`config.mk`:
```
export PLATFORM = sky130hd
export DESIGN_NAME = apb_cmd_master
export DESIGN_NICKNAME = d
export VERILOG_FILES = /design/src/rtl/apb_master_pkg.sv /design/src/rtl/apb_cmd_master.sv
export SDC_FILE = /design/constraint.sdc
export NUM_CORES = 1
export LEC_CHECK = 0
export CAP_MARGIN = 40
export CORE_ASPECT_RATIO = 0.7
export CORE_UTILIZATION = 43
export CTS_CLUSTER_DIAMETER = 30
export DETAILED_ROUTE_END_ITERATION = 8
export GPL_ROUTABILITY_DRIVEN = 0
export PLACE_DENSITY_LB_ADDON = 0.15
export SYNTH_ARGS = -nofsm -noshare
export SYNTH_HDL_FRONTEND = slang
export SYNTH_SLANG_ARGS = --single-unit
```
`constraint.sdc`:
```
create_clock -name pclk_i -period 2 [get_ports pclk_i]
set_clock_uncertainty 0.2 [all_clocks]
set_input_delay 0.3 -clock pclk_i [delete_from_list [all_inputs] [get_ports pclk_i]]
set_output_delay 0.3 -clock pclk_i [all_outputs]
set_load 0.05 [all_outputs]
```
`src/rtl/apb_master_pkg.sv`:
```
// Shared types and sizing helpers for the APB command master.
// The state encoding is 2 bits; helper functions derive strobe and counter widths.
package apb_master_pkg;

  typedef enum logic [1:0] {
    IDLE   = 2'd0,
    SETUP  = 2'd1,
    ACCESS = 2'd2,
    RESP   = 2'd3
  } state_t;

  localparam int BYTE_OFFSET_W = 2;

  function automatic int strb_width(input int data_width);
    return data_width / 8;
  endfunction

  function automatic int cnt_width(input int timeout);
    return (timeout < 1) ? 1 : $clog2(timeout + 1);
  endfunction

endpackage

```
`src/rtl/apb_cmd_master.sv`:
```
// APB4 master: one SETUP/ACCESS transfer per accepted command, response on a
// valid/ready port, and a PREADY watchdog so a hung slave cannot lock the bus.
module apb_cmd_master
  import apb_master_pkg::*;
#(
  parameter int ADDR_WIDTH = 10,
  parameter int DATA_WIDTH = 32,
  parameter int TIMEOUT    = 255
) (
  input  logic                                pclk_i,
  input  logic                                prst_n_i,
  input  logic                                cmd_valid_i,
  output logic                                cmd_ready_o,
  input  logic                                cmd_write_i,
  input  logic [ADDR_WIDTH-1:0]               cmd_addr_i,
  input  logic [DATA_WIDTH-1:0]               cmd_wdata_i,
  input  logic [strb_width(DATA_WIDTH)-1:0]   cmd_strb_i,
  output logic                                rsp_valid_o,
  input  logic                                rsp_ready_i,
  output logic [DATA_WIDTH-1:0]               rsp_rdata_o,
  output logic                                rsp_err_o,
  output logic                                psel_o,
  output logic                                penable_o,
  output logic                                pwrite_o,
  output logic [ADDR_WIDTH+BYTE_OFFSET_W-1:0] paddr_o,
  output logic [DATA_WIDTH-1:0]               pwdata_o,
  output logic [strb_width(DATA_WIDTH)-1:0]   pstrb_o,
  input  logic                                pready_i,
  input  logic                                pslverr_i,
  input  logic [DATA_WIDTH-1:0]               prdata_i
);

  localparam int STRB_W = strb_width(DATA_WIDTH);
  localparam int CNT_W  = cnt_width(TIMEOUT);
  localparam logic [CNT_W-1:0] CNT_LAST = CNT_W'((TIMEOUT > 0) ? TIMEOUT - 1 : 0);

  state_t state, state_next;

  logic                                ready;
  logic                                accept;
  logic                                complete;
  logic                                expire;
  logic                                timeout_hit;
  logic                                apb_sel;
  logic                                apb_enable;
  logic                                resp_valid;
  logic [CNT_W-1:0]                    wait_cnt;
  logic [ADDR_WIDTH+BYTE_OFFSET_W-1:0] bus_addr;
  logic                                bus_write;
  logic [DATA_WIDTH-1:0]               bus_wdata;
  logic [STRB_W-1:0]                   bus_strb;
  logic [DATA_WIDTH-1:0]               resp_data;
  logic                                resp_error;

  assign accept      = ready && cmd_valid_i;
  assign timeout_hit = (TIMEOUT > 0) && (wait_cnt == CNT_LAST);
  // pready_i has priority over an expiring watchdog in the same cycle.
  assign complete    = (state == ACCESS) && pready_i;
  assign expire      = (state == ACCESS) && !pready_i && timeout_hit;

  always_ff @(posedge pclk_i or negedge prst_n_i) begin
    if (!prst_n_i) begin
      state <= IDLE;
    end else begin
      state <= state_next;
    end
  end

  always_comb begin
    state_next = state;
    apb_sel    = 1'b0;
    apb_enable = 1'b0;
    resp_valid = 1'b0;
    case (state)
      IDLE: begin
        if (accept) state_next = SETUP;
      end
      SETUP: begin
        apb_sel    = 1'b1;
        state_next = ACCESS;
      end
      ACCESS: begin
        apb_sel    = 1'b1;
        apb_enable = 1'b1;
        if (complete || expire) state_next = RESP;
      end
      RESP: begin
        resp_valid = 1'b1;
        if (rsp_ready_i) state_next = IDLE;
      end
      default: state_next = IDLE;
    endcase
  end

  // Registered so that cmd_ready_o is low while reset is held.
  always_ff @(posedge pclk_i or negedge prst_n_i) begin
    if (!prst_n_i) begin
      ready <= 1'b0;
    end else begin
      ready <= (state_next == IDLE);
    end
  end

  always_ff @(posedge pclk_i or negedge prst_n_i) begin
    if (!prst_n_i) begin
      wait_cnt <= '0;
    end else if (accept) begin
      wait_cnt <= '0;
    end else if ((state == ACCESS) && !pready_i) begin
      wait_cnt <= wait_cnt + 1'b1;
    end
  end

  always_ff @(posedge pclk_i or negedge prst_n_i) begin
    if (!prst_n_i) begin
      bus_addr  <= '0;
      bus_write <= 1'b0;
      bus_wdata <= '0;
      bus_strb  <= '0;
    end else if (accept) begin
      bus_addr  <= {cmd_addr_i, {BYTE_OFFSET_W{1'b0}}};
      bus_write <= cmd_write_i;
      bus_wdata <= cmd_write_i ? cmd_wdata_i : '0;
      bus_strb  <= cmd_write_i ? cmd_strb_i : '0;
    end
  end

  always_ff @(posedge pclk_i or negedge prst_n_i) begin
    if (!prst_n_i) begin
      resp_data  <= '0;
      resp_error <= 1'b0;
    end else if (complete) begin
      resp_data  <= bus_write ? '0 : prdata_i;
      resp_error <= pslverr_i;
    end else if (expire) begin
      resp_data  <= '0;
      resp_error <= 1'b1;
    end
  end

  assign cmd_ready_o = ready;
  assign rsp_valid_o = resp_valid;
  assign rsp_rdata_o = resp_data;
  assign rsp_err_o   = resp_error;
  assign psel_o      = apb_sel;
  assign penable_o   = apb_enable;
  assign pwrite_o    = bus_write;
  assign paddr_o     = bus_addr;
  assign pwdata_o    = bus_wdata;
  assign pstrb_o     = bus_strb;

endmodule

```
Word level (Yosys, flattened, before mapping)
Index checks and enable logic that the tools add are counted.
{ "classes": {"n_reduce_logical": 11, "eq_ne": 4, "muxes": 16, "add_sub_neg": 1} }
{ "ops": {"columns": ["operator", "count"], "rows": [
  ["32-bit 2-to-1 mux", 4],
  ["8-bit 2-to-1 mux", 2],
  ["8-bit by 1-bit adder with 8-bit output, second input constant", 1],
  ["8-bit == test, second input constant", 1],
  ["2-bit one-hot mux with 4 select lines", 1],
  ["2-bit 2-to-1 mux", 3],
  ["1-bit 2-to-1 mux", 5],
  ["2-bit == test, second input constant", 2],
  ["1-bit logical AND", 4],
  ["2-bit zero test", 2],
  ["4-bit 2-to-1 mux", 1],
  ["2-bit nonzero test", 2],
  ["2-bit by 1-bit == test with 1-bit output, second input constant", 1],
  ["2-bit OR reduction", 1],
  ["1-bit zero test", 1],
  ["1-bit logical OR", 1]
]} }
{ "totals": {"input_bits": 85, "word_cells": 41, "out_inout_bits": 86, "ff_bits": 91} }

Logic depth before layout (Yosys ltp)
Gate-level depths: netlist (run 1).
{ "logic_depth": {"depth_word": 7, "mapped_depth": 7, "depth_no_buf": 5} }

Worst setup path before layout (run 1)
No wires, ideal clock.
{ "synth_path": {"kind": "register to register", "startpoint": "register state[0]", "endpoint": "register resp_error (netlist: rsp_err_o)", "period_less_slack_ns": 2.181, "path_stages_with_launch": 8, "required_ns": 1.676, "slack_ns": -0.181, "setup_time_ns": 0.124, "path_buffers": 2, "arrival_time_ns": 1.857, "path_cell_list": "dfrtp_1 inv_1 ha_1 buf_4 buf_2 nand2_1 o22a_1 o31a_1"} }
{ "synth_between": {"elab_chain_len": 4, "word_cells_on_any_way": 6, "classes_between": "eq/ne: 1; mux: 1; reduce/logical: 4"} }
{ "synth_rtl": {"columns": ["item", "line_no", "rtl"], "rows": [
  ["from (decl)", "apb_cmd_master.sv:37", "state_t state, state_next;"],
  ["from (signal assigned)", "apb_cmd_master.sv:65", "state <= state_next;"],
  ["2-bit == test *", "apb_cmd_master.sv:58, apb_cmd_master.sv:59", null],
  ["1-bit logical AND (2 in series)", "apb_cmd_master.sv:59", "assign expire = (state == ACCESS) && !pready_i && timeout_hit;"],
  ["2-bit nonzero test (no source line)", null, null],
  ["to (signal assigned)", "apb_cmd_master.sv:134", "resp_error <= pslverr_i;"],
  ["to (decl)", "apb_cmd_master.sv:53", "logic resp_error;"]
]} }
Every way passes the cells marked *; elsewhere a longest branch is shown, timed or not.
A chain may end at the register's enable or synchronous reset.

Worst setup path after layout (run 1)
{ "layout_path": {"startpoint": "register state[1]", "endpoint": "output port psel_o"} }
{ "layout_between": {"elab_chain_len": 3, "word_cells_on_any_way": 4, "classes_between": "eq/ne: 2; mux: 1; reduce/logical: 1"} }
{ "layout_rtl": {"columns": ["item", "line_no", "rtl"], "rows": [
  ["2-bit == test / 2-bit by 1-bit == test with 1-bit output (equally long branches)", "apb_cmd_master.sv:74", "case (state)"],
  ["2-bit OR reduction (no source line) *", null, null],
  ["1-bit 2-to-1 mux *", "apb_cmd_master.sv:74", null],
  ["to (decl)", "apb_cmd_master.sv:22", "output logic psel_o,"]
]} }
Marked as above.

==> results of run 1 <==
## through the flow
stage / hold slack [ps] / utilization, % / worst slack [ps] / area (um^2) / std cells
2_1_floorplan: -196 / - / 27.6 / 4150 / 455
6_report: 230 / 67.4 / 81.7 / 6220 / 749
4_1_cts: 233 / 67.3 / 1.00 / 6200 / 749
5_1_grt: 270 / 67.4 / 11.9 / 6220 / 749
3_5_place_dp: 64.9 / 64.3 / 69.3 / 5930 / 732
3_3_place_gp: 65.8 / 64.3 / 106 / 5930 / 732
## routing by layer
| metal | part of all wire (%) | routed length, um | vias up | track usage [%] |
|---|---|---|---|---|
| li1 | - | - | 1820 | - |
| met1 | 45 | 4960 | 1776 | 29.2 |
| met2 | 47 | 5100 | 112 | 36.1 |
| met3 | 5.9 | 647 | 19 | 6.32 |
| met4 | 2.2 | 246 | 0 | 9.43 |
| met5 | 0 | 0 | - | 0 |
## power by group through the flow
| stage | registers (mW) | logic, mW | clock network, mW |
|---|---|---|---|
| final | 3.17 | 6.43 | 1.68 |
| after global routing | 3.28 | 6.83 | 1.81 |
| after CTS | 3.17 | 6.46 | 1.73 |
| after detailed placement | 3.21 | 6.65 | 0 |
| after global placement | 3.17 | 6.53 | 0 |
| after floorplan | 5.84 | 1.71 | 0 |
## state kept, by name (all words and copies together), names as in the netlist
| name | flops |
|---|---|
| cmd_ready_o | 1 |
| paddr_o | 10 |
| pstrb_o | 4 |
| pwdata_o | 32 |
| pwrite_o | 1 |
| rsp_err_o | 1 |
| rsp_rdata_o | 32 |
| state | 2 |
| wait_cnt | 8 |
## cell families after synthesis
group | after synthesis | share of synthesized area [%]
other | 1 | 0.0905
AOI/OAI and AO/OA | 83 | 10.6
and+or+nand+nor | 235 | 28.2
xor gates and xnor gates | 1 | 0.211
DFF | 91 | 54.9
adders and majority gates | 7 | 2.11
buffers and inverters | 36 | 3.86
## placed cells by master, fill, tap and decap left out, types with 2 or more instances in the layout
cell type	netlist	layout
dlygate4sd2_1	0	29
inv_1	4	4
or3_1	4	4
nand3_1	38	38
conb_1	1	2
o21ai_1	19	19
a21oi_1	39	39
nor3b_1	2	2
buf_4	3	63
dfrtp_1	91	91
nand2b_1	34	34
a21o_1	2	2
nor2b_1	32	32
clkbuf_16	0	9
dlymetal6s2s_1	0	3
nor2_1	6	5
clkdlybuf4s50_1	0	83
buf_12	0	7
ha_1	7	6
nand2_1	110	110
clkinvlp_4	0	3
o21ai_0	18	18
## worst max-delay path, stage by stage (launching register included)
cell and delay (ps):
dfrtp_1 480, inv_1 100, ha_1 330, buf_12 160
## layout make-up
class	count	area [um^2]
Timing Repair Buffer	186	1750
Sequential cell	91	2280
Fill cell	783	3000
Inverter	4	15.0
Multi-Input combinational cell	328	1730
Clock inverter	6	66.3
Clock buffer	10	229
Tap cell	124	155
## cell usage after synthesis, types with 2 or more instances
master	n	area (um^2)
inv_1	4	15.0
o21ai_1	19	95.1
nand2b_1	34	213
nand2_1	110	413
ha_1	7	87.6
nor2_1	6	22.5
nor3b_1	2	15.0
o21ai_0	18	90.1
buf_4	3	22.5
buf_1	6	22.5
dfrtp_1	91	2280
a21o_1	2	15.0
clkbuf_2	3	15.0
buf_2	8	40.0
and2_1	2	12.5
clkbuf_1	12	45.0
a21oi_1	39	195
or3_1	4	25.0
nand3_1	38	190
nor2b_1	32	200
## path summary, 6_finish.rpt
check	cells after the start	from	to	slack (ps)
worst max-delay path	3	state[1]	psel_o	80
worst min-delay path	2	prst_n_i	state[0]	230
worst max register to register	5	state[0]	wait_cnt[7]	230
worst min register to register	2	pwdata_o[18]	pwdata_o[18]	260
max in group asynchronous	3	prst_n_i	pwdata_o[17]	750
min in group pclk_i	2	pwdata_o[18]	pwdata_o[18]	260
## repair_timing
item,4_1_cts,5_1_grt
pin swaps,0,0
endpoints found under the setup margin,29,4
hold buffers,1,0
hold endpoints to repair,29,0
gates resized for setup,29,4
==> out/results.ini, run 1 <==
[status]
outcome = complete, no violations

[run]
drv_cap = 0

[global_routing]
grt_pass1_wl_um = 17700
grt-ovfl-total = 0
grt_use_total_pct = 22.6
antenna_found_initial = 0
grt_start_max_net_pins = 44
grt_pass1_vias = 3676

[sta]
hold_viol_final = 0
clock.fmax_mhz = 521
finalMaxSlewViolations = 0
period_minus_slack_ps = 1920
final-setup-viol-count = 0
fin_setup_tns_ps = 0
rsz0062_at_grt = no
tightest_slew_ps = 501
relSlewSlack_pct = 66.6
min_period_over_period_pct = 95.9

[synthesis]
ys.warnings.count = 0
yosys.cell_types.count = 34
synth_cells = 454
syn-mean-instance-area_um2 = 9.13
synth-async-reset-ratio_pct = 100
synth_seq_cells = 91
synth_seq_area_share_pct = 54.9
syn_area_um2 = 4150
synth_edf_count = 0
synth_ff_type = dfrtp_1

[drt]
routed-via-count = 3727
drcViolationCount = 0
antenna_left = 0
viasPerCell = 4.98
drt_iter0_drc = 235
wirelength_um = 11000
drtPass1Iterations = 5
drt-wirelength-per-cell_um = 14.6

[clock_tree]
cts_htree_levels = 3
cts.clk_slew.worst_paths_ps = 60
cts_tree = done
post_cts_buffers = 0
cts_made_buffers = 9
insertion_delay_ps = 340
clock-sinks = 91
cts_buffer_depth = 2
root_buffer = clkbuf_16

[pwr]
p_leak_nw = 3.01
swShare_pct = 49.9
p_seq_share_pct = 28.1
internal_power_mw = 5.65
ir_drop_uv = 1070
p_per_area_nw_per_um2 = 1810
p_sw_mw = 5.63
power_frac_clock_pct = 14.9
total_power_mw = 11.3
p_comb_share_pct = 57.0

[final_layout]
drive_above_1_share_pct = 14.4
area_growth_pct = 50.0
nets = 712
antenna_cells = 0

[die]
core_um2 = 9220
die_y_um = 84.1
initial_core_util_pct = 45.0
num_io_pins = 171
die_x_um = 119
dieArea_um2 = 10000
core.rowCount = 29

[worst_hold_path]
min_path_type = in2async

[worst_setup_path]
worstSetupPathType = reg2out
crit_fanout = 6
cp-end-kind = output port
start_kind = flip-flop
worstPathArrival_ps = 1420
cp.required_ps = 1500

[placement]
numPortBuffers = 168
hpwl_um = 7750

(Power assumes the default switching activity.)
==> inputs of run 2 (changes only) <==
--- a/config.mk
+++ b/config.mk
@@ -7,6 +7,7 @@
 export LEC_CHECK = 0
 export CAP_MARGIN = 40
 export CORE_ASPECT_RATIO = 0.7
+export CORE_MARGIN = 2
 export CORE_UTILIZATION = 43
 export CTS_CLUSTER_DIAMETER = 30
 export DETAILED_ROUTE_END_ITERATION = 8
==> run 2 against run 1 <==
Final area is 0.38% higher; wire length grew 0.99%; critical endpoint unchanged; sequential power about the same; die area grew 4.1%; clock power barely moved.
==> out/results.ini, run 2 (synthesized netlist as in run 1, its figures left out) <==
[placement]
pre_cts_ws_ps = 105
hpwl_um = 7550
numPortBuffers = 168

[die]
die_y_um = 86.1
initial_core_util_pct = 45.0
core.rowCount = 29
die_x_um = 121
num_io_pins = 171
dieArea_um2 = 10500
core_um2 = 9220

[sta]
final-setup-viol-count = 0
finalMaxSlewViolations = 0
fin_ws_ps = 99.7
tightest_slew_ps = 511
min_period_over_period_pct = 95.0
fin_setup_tns_ps = 0
relSlewSlack_pct = 65.9
rsz0062_at_grt = no
hold_viol_final = 0
period_minus_slack_ps = 1900
clock.fmax_mhz = 526

[final_layout]
area_growth_pct = 50.5
multi_input_area_um2 = 1730
drive_above_1_share_pct = 15.2
nets = 707
layout_common_cells = nand2_1, dfrtp_1, clkdlybuf4s50_1, buf_4, a21oi_1
final_common_cell = nand2_1
ff_latch_area_um2 = 2280
antenna_cells = 0
fillerInstances = 744

[clock_tree]
cts_tree = done
root_buffer = clkbuf_16
clock-sinks = 91
insertion_delay_ps = 330
cts.clk_slew.worst_paths_ps = 60
cts_buffer_depth = 2
cts_made_buffers = 9
cts_htree_levels = 3

[global_routing]
grt_pass1_vias = 3657
grt_start_max_net_pins = 92
grt_pass1_wl_um = 17800
antenna_found_initial = 0
grt-ovfl-total = 0
grt_use_total_pct = 21.5
top_usage_layer = met2
grt_util_met2_pct = 35.1
grt_util_met1_pct = 28.5
gr-usage-met3_pct = 5.65

[worst_setup_path]
crit_slowest_cell = dfrtp_1
worstSetupPathType = reg2out
start_kind = flip-flop
cp.required_ps = 1500
cp-end-kind = output port
crit_fanout = 6
slowest_delay_ps = 480
worstPathArrival_ps = 1400
path_cells = inv_1 -> ha_1 -> buf_12

[drt]
drcViolationCount = 0
routed-via-count = 3737
wirelength_um = 11100
drt-wirelength-per-cell_um = 14.9
drtPass1Iterations = 4
viasPerCell = 5.03
antenna_left = 0
drt_iter0_drc = 235

[pwr]
p_comb_share_pct = 57.3
p_sw_mw = 5.65
p_seq_share_pct = 28.0
p_leak_nw = 3.09
internal_power_mw = 5.73
power_frac_clock_pct = 14.7
ir_drop_uv = 1350
swShare_pct = 49.6
p_per_area_nw_per_um2 = 1820

[run]
drv_cap = 0

[worst_hold_path]
min_path_type = reg2reg

[status]
outcome = complete, no violations

## run 2: per-stage QoR
stage | hold WS, ps | util (%) | area [um^2] | instances | power, mW
global placement | 186 | 64.1 | 5910 | 727 | 9.68
finish | 261 | 67.7 | 6240 | 743 | 11.4
CTS | 269 | 67.4 | 6210 | 743 | 11.5
global route | 289 | 67.7 | 6240 | 743 | 12.0
floorplan | -196 | - | 4150 | 455 | 7.56
detailed placement | 187 | 64.1 | 5910 | 727 | 9.84
## run 2: final timing paths
kind                               from              end  slack, ps  cells after the start
min reg2reg                pwdata_o[24]     pwdata_o[24]        260                      2
min                        pwdata_o[24]     pwdata_o[24]        260                      2
max reg2reg                    state[1]      wait_cnt[7]        230                      4
min in group asynchronous      prst_n_i  rsp_rdata_o[30]        350                      3
max in group asynchronous      prst_n_i      pwdata_o[4]        880                      3
max                            state[1]           psel_o        100                      3
## run 2: critical path: cells and delay by family (launching register included)
kind | cells | cell delay [ps]
adder cells (fa/ha/maj) | 1 | 320
buffers and inverters | 2 | 260
flip-flops | 1 | 480
## run 2: timing repair
action	4_1_cts	5_1_grt
hold endpoints to repair	91	0
cloned	0	0
setup endpoints to repair	13	13
hold buffers	1	0
gates resized for setup	14	13
buffers inserted	0	0
## run 2: final cells by class
class	instances	share of cell area [%]
clock buffers	9	3.61
clock inverters	6	1.06
inverters	4	0.241
multi-input cells	328	27.7
flip-flops and latches	91	36.5
well taps	124	2.49
repair buffers	181	28.4
## run 2: routing by layer
layer | up-vias | wire, um
met5 | - | 0
met4 | 0 | 165
met3 | 14 | 643
met2 | 97 | 5350
met1 | 1817 | 4900
li1 | 1809 | -
## run 2: power by group through the flow
stage | Clock [mW] | Sequential, mW | Combinational, mW
floorplan | 0 | 5.84 | 1.71
global placement | 0 | 3.17 | 6.52
detailed placement | 0 | 3.22 | 6.63
CTS | 1.71 | 3.19 | 6.59
global route | 1.78 | 3.30 | 6.94
finish | 1.67 | 3.18 | 6.52
